`src/rtl/lc3_exec_pkg.sv`:
```
// Shared constants for the LC3 execute stage: opcodes, ALU op encoding,
// effective-address offset selects and E_control field positions.
package lc3_exec_pkg;

  localparam logic [3:0] OP_BR  = 4'b0000;
  localparam logic [3:0] OP_ADD = 4'b0001;
  localparam logic [3:0] OP_LD  = 4'b0010;
  localparam logic [3:0] OP_ST  = 4'b0011;
  localparam logic [3:0] OP_AND = 4'b0101;
  localparam logic [3:0] OP_LDR = 4'b0110;
  localparam logic [3:0] OP_STR = 4'b0111;
  localparam logic [3:0] OP_NOT = 4'b1001;
  localparam logic [3:0] OP_LDI = 4'b1010;
  localparam logic [3:0] OP_STI = 4'b1011;
  localparam logic [3:0] OP_JMP = 4'b1100;
  localparam logic [3:0] OP_LEA = 4'b1110;

  typedef enum logic [1:0] {
    ALU_ADD  = 2'b00,
    ALU_AND  = 2'b01,
    ALU_NOT  = 2'b10,
    ALU_RSVD = 2'b11
  } alu_op_e;

  localparam logic [1:0] PCSEL1_OFF11 = 2'b00;
  localparam logic [1:0] PCSEL1_OFF9  = 2'b01;
  localparam logic [1:0] PCSEL1_OFF6  = 2'b10;
  localparam logic [1:0] PCSEL1_ZERO  = 2'b11;

  localparam int EC_ALU_OP_LSB  = 4;
  localparam int EC_PCSEL1_LSB  = 2;
  localparam int EC_PCSEL2_BIT  = 1;
  localparam int EC_OP2SEL_BIT  = 0;

  // Stores read their data register from IR[11:9] instead of IR[2:0].
  function automatic logic is_store(input logic [3:0] opcode);
    return (opcode == OP_ST) || (opcode == OP_STR) || (opcode == OP_STI);
  endfunction

endpackage

```
`src/rtl/lc3_execute_if.sv`:
```
// Decode/regfile-to-execute bundle and execute outputs toward memory/writeback.
// master = upstream/downstream side, slave = the execute stage.
interface lc3_execute_if;
  logic        enable_execute;
  logic [15:0] IR;
  logic [15:0] npc_in;
  logic [5:0]  E_control;
  logic [1:0]  W_control_in;
  logic        mem_control_in;
  logic [15:0] VSR1;
  logic [15:0] VSR2;
  logic        bypass_alu_1;
  logic        bypass_alu_2;
  logic        bypass_mem_1;
  logic        bypass_mem_2;
  logic [15:0] mem_bypass_val;
  logic [2:0]  sr1;
  logic [2:0]  sr2;
  logic [15:0] aluout;
  logic [15:0] pcout;
  logic [15:0] M_data;
  logic [2:0]  dr;
  logic [2:0]  NZP;
  logic [15:0] IR_exec;
  logic [1:0]  W_control_out;
  logic        mem_control_out;

  modport master (
    output enable_execute, IR, npc_in, E_control, W_control_in, mem_control_in,
           VSR1, VSR2, bypass_alu_1, bypass_alu_2, bypass_mem_1, bypass_mem_2,
           mem_bypass_val,
    input  sr1, sr2, aluout, pcout, M_data, dr, NZP, IR_exec, W_control_out,
           mem_control_out
  );

  modport slave (
    input  enable_execute, IR, npc_in, E_control, W_control_in, mem_control_in,
           VSR1, VSR2, bypass_alu_1, bypass_alu_2, bypass_mem_1, bypass_mem_2,
           mem_bypass_val,
    output sr1, sr2, aluout, pcout, M_data, dr, NZP, IR_exec, W_control_out,
           mem_control_out
  );
endinterface

```
`src/rtl/lc3_exec_alu.sv`:
```
// Combinational ALU and effective-address adder for the LC3 execute stage.
module lc3_exec_alu
  import lc3_exec_pkg::*;
(
  input  logic [10:0] ir_i,
  input  logic [15:0] npc_i,
  input  logic [15:0] op1_i,
  input  logic [15:0] op2_i,
  input  alu_op_e     alu_op_i,
  input  logic [1:0]  pcsel1_i,
  input  logic        pcsel2_i,
  input  logic        op2sel_i,
  output logic [15:0] alu_res_o,
  output logic [15:0] addr_o
);

  logic [15:0] op2_eff;
  logic [15:0] offset;
  logic [15:0] base;

  always_comb begin
    op2_eff = op2sel_i ? op2_i : {{11{ir_i[4]}}, ir_i[4:0]};

    alu_res_o = '0;
    case (alu_op_i)
      ALU_ADD: alu_res_o = op1_i + op2_eff;
      ALU_AND: alu_res_o = op1_i & op2_eff;
      ALU_NOT: alu_res_o = ~op1_i;
      default: alu_res_o = '0;
    endcase

    offset = '0;
    case (pcsel1_i)
      PCSEL1_OFF11: offset = {{5{ir_i[10]}}, ir_i[10:0]};
      PCSEL1_OFF9:  offset = {{7{ir_i[8]}},  ir_i[8:0]};
      PCSEL1_OFF6:  offset = {{10{ir_i[5]}}, ir_i[5:0]};
      default:      offset = '0;
    endcase

    base   = pcsel2_i ? npc_i : op1_i;
    addr_o = base + offset;
  end

endmodule

```
`src/rtl/lc3_execute.sv`:
```
// LC3 execute stage: operand muxing and one-cycle pipeline registers.
// Operand forwarding is built only when LC3_EXEC_BYPASS_EN is defined.
module lc3_execute
  import lc3_exec_pkg::*;
(
  input  logic        clock,
  input  logic        reset,
  lc3_execute_if.slave ex
);

  logic [3:0]  opcode;
  logic [15:0] op1, op2;
  logic [15:0] alu_res, addr;

  logic [15:0] aluout_q, aluout_d;
  logic [15:0] pcout_q, pcout_d;
  logic [15:0] m_data_q, m_data_d;
  logic [2:0]  dr_q, dr_d;
  logic [2:0]  nzp_q, nzp_d;
  logic [15:0] ir_q, ir_d;
  logic [1:0]  wctl_q, wctl_d;
  logic        mctl_q, mctl_d;

  assign opcode = ex.IR[15:12];
  assign ex.sr1 = ex.IR[8:6];
  assign ex.sr2 = is_store(opcode) ? ex.IR[11:9] : ex.IR[2:0];

  // Forwarding from aluout_q picks up the previous instruction's result.
  always_comb begin
    op1 = ex.VSR1;
    op2 = ex.VSR2;
`ifdef LC3_EXEC_BYPASS_EN
    if (ex.bypass_alu_1)      op1 = aluout_q;
    else if (ex.bypass_mem_1) op1 = ex.mem_bypass_val;
    if (ex.bypass_alu_2)      op2 = aluout_q;
    else if (ex.bypass_mem_2) op2 = ex.mem_bypass_val;
`endif
  end

  lc3_exec_alu u_alu (
    .ir_i      (ex.IR[10:0]),
    .npc_i     (ex.npc_in),
    .op1_i     (op1),
    .op2_i     (op2),
    .alu_op_i  (alu_op_e'(ex.E_control[EC_ALU_OP_LSB +: 2])),
    .pcsel1_i  (ex.E_control[EC_PCSEL1_LSB +: 2]),
    .pcsel2_i  (ex.E_control[EC_PCSEL2_BIT]),
    .op2sel_i  (ex.E_control[EC_OP2SEL_BIT]),
    .alu_res_o (alu_res),
    .addr_o    (addr)
  );

  always_comb begin
    aluout_d = (opcode == OP_LEA) ? addr : alu_res;
    pcout_d  = addr;
    m_data_d = op2;
    dr_d     = ex.IR[11:9];
    nzp_d    = 3'b000;
    if (opcode == OP_BR)       nzp_d = ex.IR[11:9];
    else if (opcode == OP_JMP) nzp_d = 3'b111;
    ir_d     = ex.IR;
    wctl_d   = ex.W_control_in;
    mctl_d   = ex.mem_control_in;
  end

  always_ff @(posedge clock) begin
    if (reset) begin
      aluout_q <= '0;
      pcout_q  <= '0;
      m_data_q <= '0;
      dr_q     <= '0;
      nzp_q    <= '0;
      ir_q     <= '0;
      wctl_q   <= '0;
      mctl_q   <= 1'b0;
    end else if (ex.enable_execute) begin
      aluout_q <= aluout_d;
      pcout_q  <= pcout_d;
      m_data_q <= m_data_d;
      dr_q     <= dr_d;
      nzp_q    <= nzp_d;
      ir_q     <= ir_d;
      wctl_q   <= wctl_d;
      mctl_q   <= mctl_d;
    end
  end

  assign ex.aluout          = aluout_q;
  assign ex.pcout           = pcout_q;
  assign ex.M_data          = m_data_q;
  assign ex.dr              = dr_q;
  assign ex.NZP             = nzp_q;
  assign ex.IR_exec         = ir_q;
  assign ex.W_control_out   = wctl_q;
  assign ex.mem_control_out = mctl_q;

endmodule

```
`src/flat_wrapper.sv`:
```
// flat-port wrapper written by rule: the top's interface ports become plain ports
module lc3_execute_flat import lc3_exec_pkg::*;
  (clock, reset, ex_enable_execute, ex_IR, ex_npc_in, ex_E_control, ex_W_control_in, ex_mem_control_in, ex_VSR1, ex_VSR2, ex_bypass_alu_1, ex_bypass_alu_2, ex_bypass_mem_1, ex_bypass_mem_2, ex_mem_bypass_val, ex_sr1, ex_sr2, ex_aluout, ex_pcout, ex_M_data, ex_dr, ex_NZP, ex_IR_exec, ex_W_control_out, ex_mem_control_out);
  lc3_execute_if ex_i ();
  input  logic clock;
  input  logic reset;
  input wire logic [$bits(ex_i.enable_execute)-1:0] ex_enable_execute;
  input wire logic [$bits(ex_i.IR)-1:0] ex_IR;
  input wire logic [$bits(ex_i.npc_in)-1:0] ex_npc_in;
  input wire logic [$bits(ex_i.E_control)-1:0] ex_E_control;
  input wire logic [$bits(ex_i.W_control_in)-1:0] ex_W_control_in;
  input wire logic [$bits(ex_i.mem_control_in)-1:0] ex_mem_control_in;
  input wire logic [$bits(ex_i.VSR1)-1:0] ex_VSR1;
  input wire logic [$bits(ex_i.VSR2)-1:0] ex_VSR2;
  input wire logic [$bits(ex_i.bypass_alu_1)-1:0] ex_bypass_alu_1;
  input wire logic [$bits(ex_i.bypass_alu_2)-1:0] ex_bypass_alu_2;
  input wire logic [$bits(ex_i.bypass_mem_1)-1:0] ex_bypass_mem_1;
  input wire logic [$bits(ex_i.bypass_mem_2)-1:0] ex_bypass_mem_2;
  input wire logic [$bits(ex_i.mem_bypass_val)-1:0] ex_mem_bypass_val;
  output wire logic [$bits(ex_i.sr1)-1:0] ex_sr1;
  output wire logic [$bits(ex_i.sr2)-1:0] ex_sr2;
  output wire logic [$bits(ex_i.aluout)-1:0] ex_aluout;
  output wire logic [$bits(ex_i.pcout)-1:0] ex_pcout;
  output wire logic [$bits(ex_i.M_data)-1:0] ex_M_data;
  output wire logic [$bits(ex_i.dr)-1:0] ex_dr;
  output wire logic [$bits(ex_i.NZP)-1:0] ex_NZP;
  output wire logic [$bits(ex_i.IR_exec)-1:0] ex_IR_exec;
  output wire logic [$bits(ex_i.W_control_out)-1:0] ex_W_control_out;
  output wire logic [$bits(ex_i.mem_control_out)-1:0] ex_mem_control_out;
  assign ex_i.enable_execute = ex_enable_execute;
  assign ex_i.IR = ex_IR;
  assign ex_i.npc_in = ex_npc_in;
  assign ex_i.E_control = ex_E_control;
  assign ex_i.W_control_in = ex_W_control_in;
  assign ex_i.mem_control_in = ex_mem_control_in;
  assign ex_i.VSR1 = ex_VSR1;
  assign ex_i.VSR2 = ex_VSR2;
  assign ex_i.bypass_alu_1 = ex_bypass_alu_1;
  assign ex_i.bypass_alu_2 = ex_bypass_alu_2;
  assign ex_i.bypass_mem_1 = ex_bypass_mem_1;
  assign ex_i.bypass_mem_2 = ex_bypass_mem_2;
  assign ex_i.mem_bypass_val = ex_mem_bypass_val;
  assign ex_sr1 = ex_i.sr1;
  assign ex_sr2 = ex_i.sr2;
  assign ex_aluout = ex_i.aluout;
  assign ex_pcout = ex_i.pcout;
  assign ex_M_data = ex_i.M_data;
  assign ex_dr = ex_i.dr;
  assign ex_NZP = ex_i.NZP;
  assign ex_IR_exec = ex_i.IR_exec;
  assign ex_W_control_out = ex_i.W_control_out;
  assign ex_mem_control_out = ex_i.mem_control_out;
  lc3_execute u_core (.clock(clock), .reset(reset), .ex(ex_i));
endmodule
```
`config.mk`:
```
export PLATFORM = sky130hd
export DESIGN_NAME = lc3_execute_flat
export DESIGN_NICKNAME = d
export VERILOG_FILES = /design/src/rtl/lc3_exec_pkg.sv /design/src/rtl/lc3_execute_if.sv /design/src/rtl/lc3_exec_alu.sv /design/src/rtl/lc3_execute.sv /design/src/flat_wrapper.sv
export SDC_FILE = /design/constraint.sdc
export NUM_CORES = 1
export LEC_CHECK = 0
export BUFFER_PORTS_ARGS = -buffer_cell sky130_fd_sc_hd__buf_2
export CAP_MARGIN = 20
export CORE_MARGIN = 2
export CORE_UTILIZATION = 32
export CTS_BUF_LIST = sky130_fd_sc_hd__clkbuf_4 sky130_fd_sc_hd__clkbuf_8
export DETAILED_ROUTE_END_ITERATION = 8
export PLACE_DENSITY = 0.61
export REMOVE_ABC_BUFFERS = 1
export SYNTH_ARGS = -nofsm -noshare
export SYNTH_HDL_FRONTEND = slang
export SYNTH_SLANG_ARGS = --single-unit
```
`constraint.sdc`:
```
create_clock -name clock -period 4.9 [get_ports clock]
set_input_delay 0.735 -clock clock [delete_from_list [all_inputs] [get_ports clock]]
set_output_delay 0.735 -clock clock [all_outputs]
set_load 0.02 [all_outputs]
```
**Yosys cells after proc, flatten, opt, wreduce, memory -nomap -nowiden**

Cells that the tools add are included.

- Output and inout bits: 79
- Bits in registers: 73
- Input bits: 96
- Logic and storage cells: 34

- Reduce and logical (&&, ||, !) cells: 5
- Equal/unequal tests: 9
- Bitwise gates (word level): 2
- Muxes and demuxes: 8
- Add/subtract/negate cells: 2

Operators with widths:

| cell | number |
|---|---|
| case mux 16 bit (3 select lines) | 2 |
| two-way mux 16 bit | 3 |
| adder 16 bit | 2 |
| bitwise AND 16 bit | 1 |
| inverter 16 bit | 1 |
| equality test 4 bit, second input constant | 3 |
| two-way mux 3 bit | 3 |
| equality test 2 x 1 -> 1 bit, second input constant | 2 |
| equality test 2 bit, second input constant | 2 |
| equality test 4 x 2 -> 1 bit, second input constant | 1 |
| equality test 4 x 3 -> 1 bit, second input constant | 1 |
| logical NOT 2 bit | 2 |
| logical NOT 4 bit | 1 |
| logical OR 1 bit | 2 |

**Longest topological paths before layout**

- Depth after elaboration: 4
- Mapped depth: 12

**Modules after synthesis**

A second synthesis with hierarchy kept.

- Cells, all modules: 623
- Area, all modules: 5076.1 um^2

Modules (own cells, without submodules):

| module | area an instance (um^2) | sequential area each (um^2) | times used | cells an instance |
|---|---|---|---|---|
| lc3_execute | 2782.7 | 1401.3 | 1 | 281 |
| lc3_exec_alu | 2293.4 | 0.0 | 1 | 342 |

**Worst setup path after synthesis**

No wires, ideal clock.

- Path type: input to register
- Start: in ex_E_control[0]
- End: reg u_core.aluout_q[10], in the netlist u_core.ex.aluout[10]
- Data arrival time: 3.141 ns
- Slack: 1.668 ns
- Stages on the path: 11
- Buffers on the path: 1
- Path through: clkbuf_1 mux2_2 ha_1 fa_1 a211oi_1 o21ai_1 a31oi_1 a21oi_2 xor2_1 nand2_1 a311oi_1

- Word-level cells in the longest chain between the ends: 4
- Elaborated cells on any way between the ends: 5
- Those cells by class: 1 x add/sub; 3 x mux; 1 x bitwise

Ends and longest elaborated chain:

| what | RTL line | RTL |
|---|---|---|
| start, declared | flat_wrapper.sv:10 | `input wire logic [$bits(ex_i.E_control)-1:0] ex_E_control;` |
| two-way mux 16 bit * | lc3_exec_alu.sv:22 | `op2_eff = op2sel_i ? op2_i : {{11{ir_i[4]}}, ir_i[4:0]};` |
| adder 16 bit / bitwise AND 16 bit (equally long branches) | lc3_exec_alu.sv:26, lc3_exec_alu.sv:27 |  |
| case mux 16 bit (3 select lines) * | lc3_exec_alu.sv:25 | `case (alu_op_i)` |
| two-way mux 16 bit * | lc3_execute.sv:54 | `aluout_d = (opcode == OP_LEA) ? addr : alu_res;` |
| end signal, assigned | lc3_execute.sv:77 | `aluout_q <= aluout_d;` |
| end, declared | lc3_execute.sv:15 | `logic [15:0] aluout_q, aluout_d;` |

Every way passes the cells marked *; elsewhere a longest branch is shown, timed or not.
A chain may end at the register's enable or synchronous reset.

**Worst setup path after layout**

Ends and elaborated chain as after synthesis.

==> run_results.csv <==
group,metric,value,unit
sta,fin_crit_sh,66.1,%
pwr,clkPwrFrac,26.8,%
pwr,leakagePower,0.00283,uW
sta,max-slew-margin-rel,33.3,%
synth,synth_edf_count,0,
setup_path,crit_path_start_kind,"primary input",
clock_tree,cts_max_level,3,
pwr,p_sw_share,37.6,%
synth,yosys_register_bits,70,
die,die_area,0.0163,sq mm
die,die_x,128,microns
detailed_routing,wl_per_cell,15.8,microns
setup_path,r2r_setup_slack,3880,ps
die,ios,175,
sta,timing.final.crit_period,3240,ps
sta,finalSetupViolations,0,
pwr,seqPwrFrac,37.4,%
pwr,p_sw,639,uW
synth,ys_warn_count,0,
synth,ys_seq_area_share,28.7,%
setup_path,crit_type,"primary input to flip-flop",
sta,slew_viol_final,0,
clock_tree,cts_sinks,70,
clock_tree,clockBufferDepth,2,
layout,finalCoreUtilization,39.6,%
worst_hold_path,min-delay-start,"u_core.ex.pcout[13]",
setup_path,crit_path_end_kind,"flip-flop",
synth,synthCells,595,
clock_tree,cts_hold_buf,0,
layout,area_delta_synth_final,21.8,%
synth,yosys.area_share.adder,8.76,%
setup_path,startpoint,"ex_E_control[0]",
grt,grt_usage,18.0,%
sta,setup_ws,1660,ps
placed_design,pre_cts_ws,1290,ps
detailed_routing,drtPass1Iterations,5,
detailed_routing,dr_total_vias,4714,
placed_design,gp_congestion,0.866,
synth,ys_top_cells_by_area,"dfxtp_1 (29%), mux2i_1 (10%), ha_1 (7.9%), nor2_1 (6.5%), mux2_2 (4.6%)",
grt,grt_first_pass_wirelength,23.1,mm
synth,ys_types,57,
setup_path,path_max_fanout,17,
setup_path,worstPathArrival,3520,ps
detailed_routing,drc,0,
sta,final.setup.tns,0,ps
synth,yosys.area.top_type,"dfxtp_1",
synth,synth_top_family_by_area,"compound AO/OA/AOI/OAI gates",
sta,max_freq,309,MHz
placed_design,hpwl,11.1,mm
synth,synthArstFlopShare,0,%
setup_path,reg2reg_from,"u_core.ex.aluout[15]",
sta,clock_skew,0,ps
synth,yosys.area_share.simple,19.3,%
synth,synth_compound_area_share,20.0,%
sta,finalHoldViolations,0,
die,die_h,128,microns
placed_design,io_buffers,154,
pwr,pwr-share-comb,35.8,%
layout,drive_gt1_share,28.3,%
grt,grt-ovfl-total,0,
flow_run,drv_cap,0,
clock_tree,cts_resized,0,
clock_tree,cts_tree,"yes",
sta,rsz0062_at_grt,"false",
synth,synth_flop_cell,"dfxtp_1",
layout,final.fill_count,1578,
worst_hold_path,hold_class,"flip-flop to flip-flop",
layout,final_net_count,858,
layout,layout_commonest_cell,"buf_2",
grt,antenna_found_initial,3,
synth,synth_area,0.00489,sq mm
detailed_routing,wl,14.6,mm
outcome,outcome,"completed",
detailed_routing,vias_per_cell,5.10,
pwr,internal_power,1060,uW
synth,muxShareOfSynthArea,15.1,%
layout,layout_common_cells,"buf_2 (153), nor2_1 (84), dfxtp_1 (70), nand2_1 (54), mux2i_1 (51)",
synth,synth-xor-area-share,3.94,%
pwr,p_per_area,286,mW/mm^2
synth,synth_top_area_share,28.7,%
die,core.rowCount,45,
die,core-area,0.0150,sq mm
clock_tree,clkTransAtPathRegs,80,ps
pwr,p_total,1700,uW
setup_path,critPathRequiredTime,5180,ps
clock_tree,cts_root_buf,"clkbuf_8",
pwr,ir_drop,0.203,mV
grt,grt_start_max_net_pins,76,
sta,worst_slew_pin_slew,1000,ps
grt,grt_pass1_vias,4462,
sta,hold_slack,468,ps
clock_tree,cts_post_setup_buffers_inserted,0,
clock_tree,clk_latency,380,ps
die,start_util,32.5,%
clock_tree,cts_buffers,9,
detailed_routing,drt_iter0_drc,214,
synth,avgSynthCellArea,8.21,sq um
detailed_routing,antenna_left,0,
critical path, cell delays in order:
cell	delay, ps
buf_2	280
mux2_2	390
ha_1	240
fa_1	450
a211oi_1	310
o21ai_1	170
a31oi_1	310
a21oi_2	140
xor2_1	140
nand2_1	70
a311oi_1	290
per-layer routing:
layer / global-route usage (%) / wire length (microns) / up-vias
met1: 23.8 / 6780 / 2135
met5: 0 / 13 / -
met3: 6.20 / 1200 / 15
met4: 4.59 / 194 / 2
met2: 28.0 / 6380 / 149
li1: - / - / 2413
stage by stage:
stage	instance area [sq um]	instances
floorplan	4720	559
CTS	5950	922
detailed placement	5770	906
global placement	5770	906
global route	5950	922
finish	5950	924
worst paths after layout:
kind / cells past startpoint / endpoint
worst min-delay path: 2 / u_core.ex.pcout[13]
worst max-delay path: 11 / u_core.ex.aluout[10]
worst min register to register: 2 / u_core.ex.pcout[13]
worst max register to register: 3 / u_core.ex.aluout[15]
layout make-up:
| cell class | count | area, sq um | area share [%] |
|---|---|---|---|
| sequential | 70 | 1400 | 23.5 |
| timing repair buffer | 159 | 811 | 13.6 |
| multi-input combinational | 478 | 3280 | 55.0 |
| antenna | 2 | 5.00 | 0.0841 |
| clock inverter | 6 | 45.0 | 0.757 |
| clock buffer | 10 | 138 | 2.31 |
| inverter | 11 | 41.3 | 0.694 |
| tap | 188 | 235 | 3.95 |
cell usage after synthesis, drive strengths merged, types with 4 or more instances:
master and number:
nand2b 7, or3 4, xnor2 14, mux2i 51
ha 31, a211oi 19, inv 11, buf 18
dfxtp 70, nand3 6, o21ai 38, a21o 11
a21oi 42, nand2 54, and2 7, clkbuf 18
xor2 8, o211ai 9, or4 5, nor2b 4
nor2 84, mux2 20, o21bai 4, nor3 13
o21a 7
power by group through the flow:
stage / Combinational [uW] / Sequential (uW) / Clock [uW]
2_1_floorplan: 343 / 708 / 0
3_3_place_gp: 607 / 648 / 0
3_5_place_dp: 608 / 649 / 0
4_1_cts: 612 / 637 / 478
5_1_grt: 674 / 642 / 495
6_report: 609 / 636 / 456
cells by family (layout without fill, tap and decap cells):
family	after synthesis	count (layout)
XOR/XNOR	22	22
multiplexers	71	71
other	0	2
AO/OA/AOI/OAI	150	150
AND/OR/NAND/NOR	202	202
flip-flops	70	70
adder cells (fa/ha/maj)	33	33
buffers and inverters	47	186
sequential cells by signal, summed over array words and instances, names as in the netlist:
name	flops
u_core.ex.M_data	16
u_core.ex.pcout	16
u_core.ex.W_control_out	2
u_core.ex.aluout	16
u_core.ex.IR_exec	16
u_core.ex.NZP	3
u_core.ex.mem_control_out	1
Note: power is estimated with default switching activity, not from simulation.
